## src/rtl/tqvp_vga_copper_pkg.sv

```systemverilog
// tqvp_vga_copper_pkg: shared state encoding, display-list entry layout and CTRL address.
package tqvp_vga_copper_pkg;
    typedef enum logic [1:0] {IDLE = 2'd0, ARMED = 2'd1, FIRE = 2'd2, DONE = 2'd3} cop_state_e;
    localparam int LINE_LSB = 0;
    localparam int LINE_W = 10;
    localparam int REG_LSB = 16;
    localparam int REG_W = 6;
    localparam int DATA_LSB = 24;
    localparam int DATA_W = 8;
    localparam logic [3:0] COP_CTRL_ADDR = 4'd8;
endpackage

```

## src/rtl/tqvp_vga_copper_list.sv

```systemverilog
// tqvp_vga_copper_list: display-list register file, one sync write port,
// combinational reads at ptr and at ptr+1 (look-ahead for back-to-back entries).
module tqvp_vga_copper_list
    import tqvp_vga_copper_pkg::*;
#(
    parameter int ENTRIES = 8,
    parameter int AW = 3
) (
    input  logic          clk,
    input  logic          rst_n,
    input  logic          i_we,
    input  logic [AW-1:0] i_wr_idx,
    input  logic [31:0]   i_wr_data,
    input  logic [AW-1:0] i_rd_idx,
    input  logic [AW-1:0] i_nx_idx,
    output logic [31:0]   o_rd_data,
    output logic [31:0]   o_nx_data
);
    logic [31:0] r_mem [ENTRIES];

    always_ff @(posedge clk or negedge rst_n) begin
        if (!rst_n) begin
            for (int i = 0; i < ENTRIES; i++) r_mem[i] <= '0;
        end else if (i_we) begin
            r_mem[i_wr_idx] <= i_wr_data;
        end
    end

    assign o_rd_data = r_mem[i_rd_idx];
    assign o_nx_data = r_mem[i_nx_idx];
endmodule

```

## src/rtl/tqvp_vga_copper.sv

```systemverilog
// tqvp_vga_copper: raster-timed register sequencer sharing the VGA register
// write port with the CPU; the CPU always wins and the copper write waits.
module tqvp_vga_copper
    import tqvp_vga_copper_pkg::*;
#(
    parameter int ENTRIES = 8
) (
    input  logic        clk,
    input  logic        rst_n,
    input  logic [5:0]  cpu_address,
    input  logic [31:0] cpu_data_in,
    input  logic [1:0]  cpu_data_write_n,
    input  logic        cop_write,
    input  logic [3:0]  cop_address,
    input  logic [31:0] cop_data_in,
    input  logic        frame_start,
    input  logic [9:0]  vga_y,
    input  logic        vga_blank,
    output logic [5:0]  reg_address,
    output logic [31:0] reg_data,
    output logic [1:0]  reg_write_n,
    output logic [7:0]  status,
    output logic        done_irq
);
    localparam int AW = ENTRIES > 1 ? $clog2(ENTRIES) : 1;
    localparam logic [3:0] MAX_CNT = 4'(ENTRIES);

    cop_state_e  r_state, w_state_nxt;
    logic [3:0]  r_ptr, w_ptr_nxt, w_ptr_inc, r_count, w_count_nxt;
    logic        r_enable, w_enable_nxt, r_done_irq;
    logic        w_ctrl_wr, w_entry_wr, w_cpu_idle, w_cop_wr, w_match, w_nx_match, w_last;
    logic [31:0] w_entry, w_nx_entry;
    logic        w_unused;

    tqvp_vga_copper_list #(.ENTRIES(ENTRIES), .AW(AW)) u_list (
        .clk       (clk),
        .rst_n     (rst_n),
        .i_we      (w_entry_wr),
        .i_wr_idx  (cop_address[AW-1:0]),
        .i_wr_data (cop_data_in),
        .i_rd_idx  (r_ptr[AW-1:0]),
        .i_nx_idx  (w_ptr_inc[AW-1:0]),
        .o_rd_data (w_entry),
        .o_nx_data (w_nx_entry)
    );

    assign w_ctrl_wr    = cop_write && cop_address == COP_CTRL_ADDR;
    assign w_entry_wr   = cop_write && cop_address < MAX_CNT;
    assign w_enable_nxt = w_ctrl_wr ? cop_data_in[0] : r_enable;
    assign w_count_nxt  = !w_ctrl_wr ? r_count : cop_data_in[7:4] > MAX_CNT ? MAX_CNT : cop_data_in[7:4];
    assign w_ptr_inc    = r_ptr + 4'd1;
    assign w_cpu_idle   = cpu_data_write_n == 2'b11;
    assign w_match      = vga_blank && vga_y == w_entry[LINE_LSB +: LINE_W];
    assign w_nx_match   = vga_blank && vga_y == w_nx_entry[LINE_LSB +: LINE_W];
    assign w_last       = w_ptr_inc == r_count;
    // frame_start and disable both preempt a pending write.
    assign w_cop_wr     = r_state == FIRE && w_cpu_idle && !frame_start && w_enable_nxt;

    always_comb begin
        w_state_nxt = r_state;
        w_ptr_nxt   = r_ptr;
        if (frame_start) begin
            w_state_nxt = (w_enable_nxt && w_count_nxt != 4'd0) ? ARMED : IDLE;
            w_ptr_nxt   = '0;
        end else if (!w_enable_nxt) begin
            w_state_nxt = IDLE;
        end else if (r_state == ARMED && w_match) begin
            w_state_nxt = FIRE;
        end else if (w_cop_wr) begin
            w_ptr_nxt   = w_ptr_inc;
            w_state_nxt = w_last ? DONE : w_nx_match ? FIRE : ARMED;
        end
    end

    always_ff @(posedge clk or negedge rst_n) begin
        if (!rst_n) begin
            r_state    <= IDLE;
            r_ptr      <= '0;
            r_enable   <= 1'b0;
            r_count    <= '0;
            r_done_irq <= 1'b0;
        end else begin
            r_state    <= w_state_nxt;
            r_ptr      <= w_ptr_nxt;
            r_enable   <= w_enable_nxt;
            r_count    <= w_count_nxt;
            r_done_irq <= w_state_nxt == DONE && r_state != DONE;
        end
    end

    assign reg_address = w_cop_wr ? w_entry[REG_LSB +: REG_W] : cpu_address;
    assign reg_data    = w_cop_wr ? {24'd0, w_entry[DATA_LSB +: DATA_W]} : cpu_data_in;
    assign reg_write_n = w_cop_wr ? 2'b00 : cpu_data_write_n;
    assign status      = {r_state, 1'b0, r_ptr, r_enable};
    assign done_irq    = r_done_irq;
    assign w_unused    = ^{w_entry[15:10], w_entry[23:22], w_nx_entry[31:10]};
endmodule
```

## config.mk

```make
export PLATFORM = sky130hd
export DESIGN_NAME = tqvp_vga_copper
export DESIGN_NICKNAME = d
export VERILOG_FILES = /design/src/rtl/tqvp_vga_copper_pkg.sv /design/src/rtl/tqvp_vga_copper_list.sv /design/src/rtl/tqvp_vga_copper.sv
export SDC_FILE = /design/constraint.sdc
export NUM_CORES = 1
export LEC_CHECK = 0
export ABC_AREA = 0
export BUFFER_PORTS_ARGS = -buffer_cell sky130_fd_sc_hd__buf_2
export CAP_MARGIN = 20
export CELL_PAD_IN_SITES_DETAIL_PLACEMENT = 1
export CELL_PAD_IN_SITES_GLOBAL_PLACEMENT = 1
export CORE_MARGIN = 3
export CORE_UTILIZATION = 50
export CTS_BUF_LIST = sky130_fd_sc_hd__clkbuf_8
export CTS_CLUSTER_SIZE = 10
export DETAILED_ROUTE_END_ITERATION = 16
export PLACE_DENSITY = 0.94
export SYNTH_ARGS = -nofsm -noshare
export SYNTH_HDL_FRONTEND = slang
export SYNTH_SLANG_ARGS = --single-unit
```

## constraint.sdc

```tcl
create_clock -name clk -period 3.8 [get_ports clk]
set_clock_uncertainty 0.2 [all_clocks]
set_input_delay 0.19 -clock clk [delete_from_list [all_inputs] [get_ports clk]]
set_output_delay 0.19 -clock clk [all_outputs]
set_load 0.05 [all_outputs]
```

Yosys cells after proc, flatten, opt, wreduce, memory -nomap -nowiden
Cells that the tools add are included.

Add/subtract/negate cells: 1. Multipliers: 0. Divide/modulo/power cells: 0. Order comparisons: 6. Equality and inequality tests: 10. Shifts and indexed selects: 0. Mux-type cells: 26. Bitwise operators: 3. Reductions and logical operators: 16.

Operators by type and width (count): $bwmux W256 (1); $bmux W32 S3 (2); $mux W32 (4); $demux W32 S3 (1); $mux W4 (6); $eq A10 B10 Y1 (2); $mux W10 (2); $mux W2 (7); $ge A4 B4 Y1 const B (3); $not A3 Y4 (3); $logic_and A1 B1 Y1 (11); $eq A2 B2 Y1 const B (3); $mux W6 (1); $add A4 B1 Y4 const B (1); $eq A4 B4 Y1 (1); $eq A4 B4 Y1 const B (1); $gt A4 B4 Y1 const B (1); $lt A4 B1 Y1 const B (1); $lt A4 B4 Y1 const B (1); $ne A2 B2 Y1 const B (2); $reduce_bool A2 Y1 (2); $reduce_bool A4 Y1 (1); $reduce_and A3 Y1 (1); $eq A2 B1 Y1 const B (1); 2 further kinds (3).

Register bits: 268. Latch bits: 0. RAM bits: 0. Memory bits (read-only): 0. Input bits: 91. Logic and storage cells: 75. Memories kept: 0.

Depth between registers and ports, before layout
Depth after elaboration: 15. Gate-level depth with buffers: 11. Mapped depth without buffers: 8.

Hierarchy
Synthesis repeated with hierarchy kept, for this count alone.

Cell total of the unflattened synthesis: 951. Area total of the unflattened synthesis: 15003.1 um^2.

Modules (own cells, without submodules): tqvp_vga_copper_list (times used 1, cells each 779, area an instance 13713.2 um^2); tqvp_vga_copper (times used 1, cells each 172, area an instance 1290.0 um^2).

Worst setup path before layout
No wires, ideal clock.

Path kind: register -> output. From: register r_ptr[0]. To: output reg_address[4]. Arrival time: 2965 ps. Data required time: 3410 ps. Path slack: 445 ps. Stages on the path, launching flop included: 9. Path buffers: 5. Cells stage by stage: dfrtp_1 -> buf_6 -> buf_2 -> buf_2 -> buf_2 -> buf_2 -> mux4_2 -> mux2i_1 -> a21oi_1.

Longest elaborated chain between the ends: 5.

RTL lines: start, declared (RTL line tqvp_vga_copper.sv:29) `logic [3:0] r_ptr, w_ptr_nxt, w_ptr_inc, r_count, w_count_nxt;`; start signal, assigned (RTL line tqvp_vga_copper.sv:84) `r_ptr <= w_ptr_nxt;`; $not A3 Y4 (not written as such) (RTL line tqvp_vga_copper_list.sv:29) `assign o_rd_data = r_mem[i_rd_idx];`; $bmux W32 S3 (RTL line tqvp_vga_copper_list.sv:29); $mux W32 (not written as such) (2 in a row) (RTL line tqvp_vga_copper_list.sv:29); $mux W6 (RTL line tqvp_vga_copper.sv:91) `assign reg_address = w_cop_wr ? w_entry[REG_LSB +: REG_W] : cpu_address;`; end, declared (RTL line tqvp_vga_copper.sv:19) `output logic [5:0] reg_address,`.

No other way between the ends. The select of a mux whose other input is x is not followed.

Worst setup path in the final report
From: register r_ptr[0]. To: output reg_data[7].

Longest elaborated chain between the ends: 5.

RTL lines: $not A3 Y4 (not written as such) (RTL line tqvp_vga_copper_list.sv:29); $bmux W32 S3 (RTL line tqvp_vga_copper_list.sv:29); $mux W32 (not written as such) (2 in a row) (RTL line tqvp_vga_copper_list.sv:29); $mux W32 (RTL line tqvp_vga_copper.sv:92) `assign reg_data = w_cop_wr ? {24'd0, w_entry[DATA_LSB +: DATA_W]} : cpu_data_in;`; end, declared (RTL line tqvp_vga_copper.sv:20) `output logic [31:0] reg_data,`.

No other way between the ends. The select of a mux whose other input is x is not followed.

==> impl_results.html <==
<table>
<tr><th>Metric</th><th>Value</th></tr>
<tr><th colspan="2">Run status</th></tr>
<tr><td>Run status</td><td>completed</td></tr>
<tr><th colspan="2">Timing</th></tr>
<tr><td>Setup-violating endpoint count in the final report</td><td>0</td></tr>
<tr><td>Unrepaired setup endpoints after global routing</td><td>false</td></tr>
<tr><td>Max Clock Freq</td><td>0.284 GHz</td></tr>
<tr><td>Aggregate negative setup slack</td><td>0 ps</td></tr>
<tr><td>Count of pins over their slew limit</td><td>0</td></tr>
<tr><td>Final-report hold violation count</td><td>0</td></tr>
<tr><td>Shortest period the worst path allows</td><td>3520 ps</td></tr>
<tr><td>Slew @ Worst Pin</td><td>890 ps</td></tr>
<tr><td>Worst relative slew slack</td><td>40.7%</td></tr>
<tr><td>Crit share post-route</td><td>92.6%</td></tr>
<tr><th colspan="2">Logic synthesis</th></tr>
<tr><td>Count of flip-flops with a built-in enable after synthesis</td><td>0</td></tr>
<tr><td>Predominant post-synthesis flop cell</td><td>dfrtp_1</td></tr>
<tr><td>Share of Yosys cell area claimed by the top area cell type</td><td>48.6%</td></tr>
<tr><td>Syn nets</td><td>829</td></tr>
<tr><td>Synthesized area per cell</td><td>14.3 sq um</td></tr>
<tr><td>Number of warnings reported in the yosys synthesis log</td><td>0</td></tr>
<tr><td>Proportion of synthesized chip area in sequential cells</td><td>48.6%</td></tr>
<tr><td>Post-synthesis cell type with the largest combined area</td><td>dfrtp_1</td></tr>
<tr><td>Fraction of synthesis flops using an asynchronous set or reset pin</td><td>100%</td></tr>
<tr><td>Cell variety after synth</td><td>43</td></tr>
<tr><td>Area contributors post-synth</td><td>dfrtp_1 49%, mux2_2 21%, mux4_2 14%</td></tr>
<tr><td>FF+latch count, synth</td><td>204</td></tr>
<tr><td>Number of instances in the synthesized netlist</td><td>737</td></tr>
<tr><td>Cell area after synthesis</td><td>10,500 sq um</td></tr>
<tr><th colspan="2">CTS</th></tr>
<tr><td>Clock-pin slew on the worst setup and hold paths</td><td>70 ps</td></tr>
<tr><td>Clock tree from TritonCTS</td><td>yes</td></tr>
<tr><td>Worst-skew pair later-pin latency</td><td>540 ps</td></tr>
<tr><td>TritonCTS buffer count</td><td>36</td></tr>
<tr><td>Number of levels the H-tree was split into</td><td>2</td></tr>
<tr><td>Number of clock sinks</td><td>204</td></tr>
<tr><td>Root Buffer Master</td><td>clkbuf_8</td></tr>
<tr><td>Post-CTS setup repair buffer count</td><td>0</td></tr>
<tr><td>Max Root-Sink Buffers</td><td>3</td></tr>
<tr><th colspan="2">Critical path</th></tr>
<tr><td>Data arrival at the endpoint of the critical path</td><td>3130 ps</td></tr>
<tr><td>Critical-path maximum fanout</td><td>32</td></tr>
<tr><td>Count of cells along the worst register-to-register path</td><td>9</td></tr>
<tr><td>Endpoint kind of the worst setup timing path</td><td>output pin</td></tr>
<tr><td>Critical-path cell list</td><td>buf_4 &gt; mux4_2 &gt; mux2i_1 &gt; a21oi_1 &gt; buf_2</td></tr>
<tr><td>Required time at the worst-slack endpoint</td><td>3410 ps</td></tr>
<tr><td>CP Class</td><td>flip-flop to output pin</td></tr>
<tr><td>CP startpoint kind</td><td>flip-flop</td></tr>
<tr><td>CP peak stage delay</td><td>600 ps</td></tr>
<tr><td>Cell with the largest stage delay on the worst path</td><td>buf_4</td></tr>
<tr><th colspan="2">Cells and area</th></tr>
<tr><td>Total inserted antenna cells</td><td>0</td></tr>
<tr><td>Final cell utilization of the core</td><td>61.1%</td></tr>
<tr><td>Share of cells above drive strength 1</td><td>50.7%</td></tr>
<tr><td>FILL cells</td><td>1,971</td></tr>
<tr><td>Summed area of non-filler cells in the final layout</td><td>12,500 sq um</td></tr>
<tr><td>Area Overhead vs Synth</td><td>18.8%</td></tr>
<tr><td>Count of nets after finishing</td><td>994</td></tr>
<tr><td>Non-filler instance count after layout</td><td>1,197</td></tr>
<tr><th colspan="2">Global route</th></tr>
<tr><td>Antenna violations before repair</td><td>0</td></tr>
<tr><td>Pin count of the biggest net entering global routing</td><td>89</td></tr>
<tr><td>First-pass GRT wire length</td><td>52.0 mm</td></tr>
<tr><td>Via count of the first global-routing pass</td><td>8,474</td></tr>
<tr><td>Total grt overflow</td><td>0</td></tr>
<tr><td>Global routing usage summed across all routing layers</td><td>30.6%</td></tr>
<tr><th colspan="2">Die</th></tr>
<tr><td>Core outline area</td><td>20,400 sq um</td></tr>
<tr><td>Initial Utilization</td><td>51.4%</td></tr>
<tr><td>Die Width</td><td>151 um</td></tr>
<tr><td>Overall die area</td><td>22,800 sq um</td></tr>
<tr><td>Placement Rows</td><td>52</td></tr>
<tr><td>Num ports</td><td>140</td></tr>
<tr><td>Vertical die dimension</td><td>151 um</td></tr>
<tr><th colspan="2">Worst hold path</th></tr>
<tr><td>Worst hold path type</td><td>input port to flip-flop</td></tr>
<tr><td>Worst Hold Path Cells</td><td>4</td></tr>
<tr><th colspan="2">Detailed routing</th></tr>
<tr><td>Routed Antenna Nets</td><td>0</td></tr>
<tr><td>Detailed-route wire length per cell</td><td>28.5 um</td></tr>
<tr><td>Initial detailed-routing violation count</td><td>562</td></tr>
<tr><td>DRC violations left</td><td>0</td></tr>
<tr><td>DR vias</td><td>7,582</td></tr>
<tr><td>Wirelength, routed</td><td>34.1 mm</td></tr>
<tr><td>1st-pass router iterations</td><td>5</td></tr>
<tr><td>Routed vias/inst</td><td>6.33</td></tr>
<tr><th colspan="2">Pwr</th></tr>
<tr><td>Total power per unit cell area</td><td>527 nW/um^2</td></tr>
<tr><td>P_leak</td><td>5.31 nW</td></tr>
<tr><td>Maximum resistive drop on vdd</td><td>283 uV</td></tr>
<tr><td>Post-layout power</td><td>6.58 mW</td></tr>
<tr><th colspan="2">Placement</th></tr>
<tr><td>HPWL Detailed</td><td>19.7 mm</td></tr>
<tr><td>Buffers added on ports</td><td>130</td></tr>
<tr><td>Placed cell count</td><td>1,106</td></tr>
<tr><td>Cell Area, Placed</td><td>11,500 sq um</td></tr>
<tr><td>Routability-driven placement congestion ratio</td><td>0.850</td></tr>
<tr><th colspan="2">Job</th></tr>
<tr><td>Number of maximum-capacitance violations</td><td>0</td></tr>
</table>
registers in the layout (all words and copies together) (netlist names):
| name | flops |
|---|---|
| r_ptr | 4 |
| u_list.r_mem | 192 |
| r_count | 4 |
| r_enable | 1 |
| done_irq | 1 |
| r_state | 2 |
cell families (layout without fill, tap and decap cells):
| family | after synthesis | after routing | synth area share [%] |
|---|---|---|---|
| xor+xnor | 35 | 35 | 2.92 |
| flops | 204 | 204 | 48.6 |
| buf+inv | 54 | 244 | 2.25 |
| fa+ha+maj | 1 | 1 | 0.119 |
| compound gates | 32 | 32 | 2.04 |
| simple gates | 115 | 115 | 5.74 |
| other cells | 1 | 1 | 0.0357 |
| mux | 295 | 295 | 38.3 |
layout make-up:
type	count	area (sq um)	area share, %
clock inverter	16	78.8	0.631
tap	270	338	2.71
inverter	2	7.51	0.0601
multi-input combinational	479	5190	41.6
clock buffer	47	647	5.18
timing repair buffer	179	1110	8.89
sequential	204	5110	40.9
cells in the mapped netlist, types with 2 or more instances:
master / instances
mux4_1: 2
o21a_1: 2
nand3b_1: 2
nor3b_1: 2
clkbuf_1: 29
xnor2_1: 27
buf_4: 3
nand2b_1: 4
a21oi_1: 14
and3_1: 2
buf_2: 12
buf_1: 7
xor2_1: 8
nor4_1: 5
nor2_1: 32
a211oi_1: 2
dfrtp_1: 204
mux2_2: 193
nand3_1: 8
nand4_1: 6
mux2i_1: 36
nor2b_1: 30
and2_1: 2
inv_1: 2
nand2_1: 12
o21ai_0: 3
nor3_1: 7
mux4_2: 64
a31oi_1: 3
routing by layer:
layer	track usage [%]	up-vias	share of wire, %
li1	-	3087	-
met1	36.7	3948	38
met2	51.5	401	49
met3	5.83	146	6.7
met4	18.4	0	6.3
met5	0	-	0
power by group:
group / internal [mW] / switching (mW)
clock: 1.11 / 0.973
sequential: 2.66 / 0.416
combinational: 0.759 / 0.652
total: 4.54 / 2.04
through the flow:
step,hold WS [ps],setup slack (ps)
6_report,54.0,279
5_1_grt,113,158
3_3_place_gp,90.5,603
2_1_floorplan,-306,445
4_1_cts,26.0,351
3_5_place_dp,95.2,454
critical path: cells and delay by family (launching register included):
family          cells  cell delay (ps)
mux                 2              920
buf+inv             2              900
flops               1              570
compound gates      1              180
placed cells by master, fill, tap and decap left out, types with 3 or more instances in the layout:
cell type,instances
nand3_1,8
inv_1,13
nor3_1,7
nand4_1,6
xor2_1,8
nand2b_1,4
nand2_1,12
dlygate4sd3_1,28
a21oi_1,14
clkbuf_8,48
mux2_2,193
mux4_2,64
nor2b_1,30
buf_4,20
dfrtp_1,201
a31oi_1,3
buf_2,129
o21ai_0,3
xnor2_1,27
nor4_1,4
mux2i_1,36
nor2_1,30
what timing repair did:
action,4_1_cts,5_1_grt
hold endpoints to repair,287,0
gates resized for setup,0,0
hold buffers,28,0
worst paths after layout:
check / start / end / slack (ps)
worst min register to register: u_list.r_mem[210] / u_list.r_mem[210] / 310
worst min-delay path: cop_address[3] / r_count[0] / 50
max in group asynchronous: rst_n / u_list.r_mem[5] / 2380
min in group asynchronous: rst_n / u_list.r_mem[92] / 60
worst max register to register: r_ptr[0] / r_state[0] / 310
worst max-delay path: r_ptr[0] / reg_data[7] / 280
(Power assumes the default switching activity.)
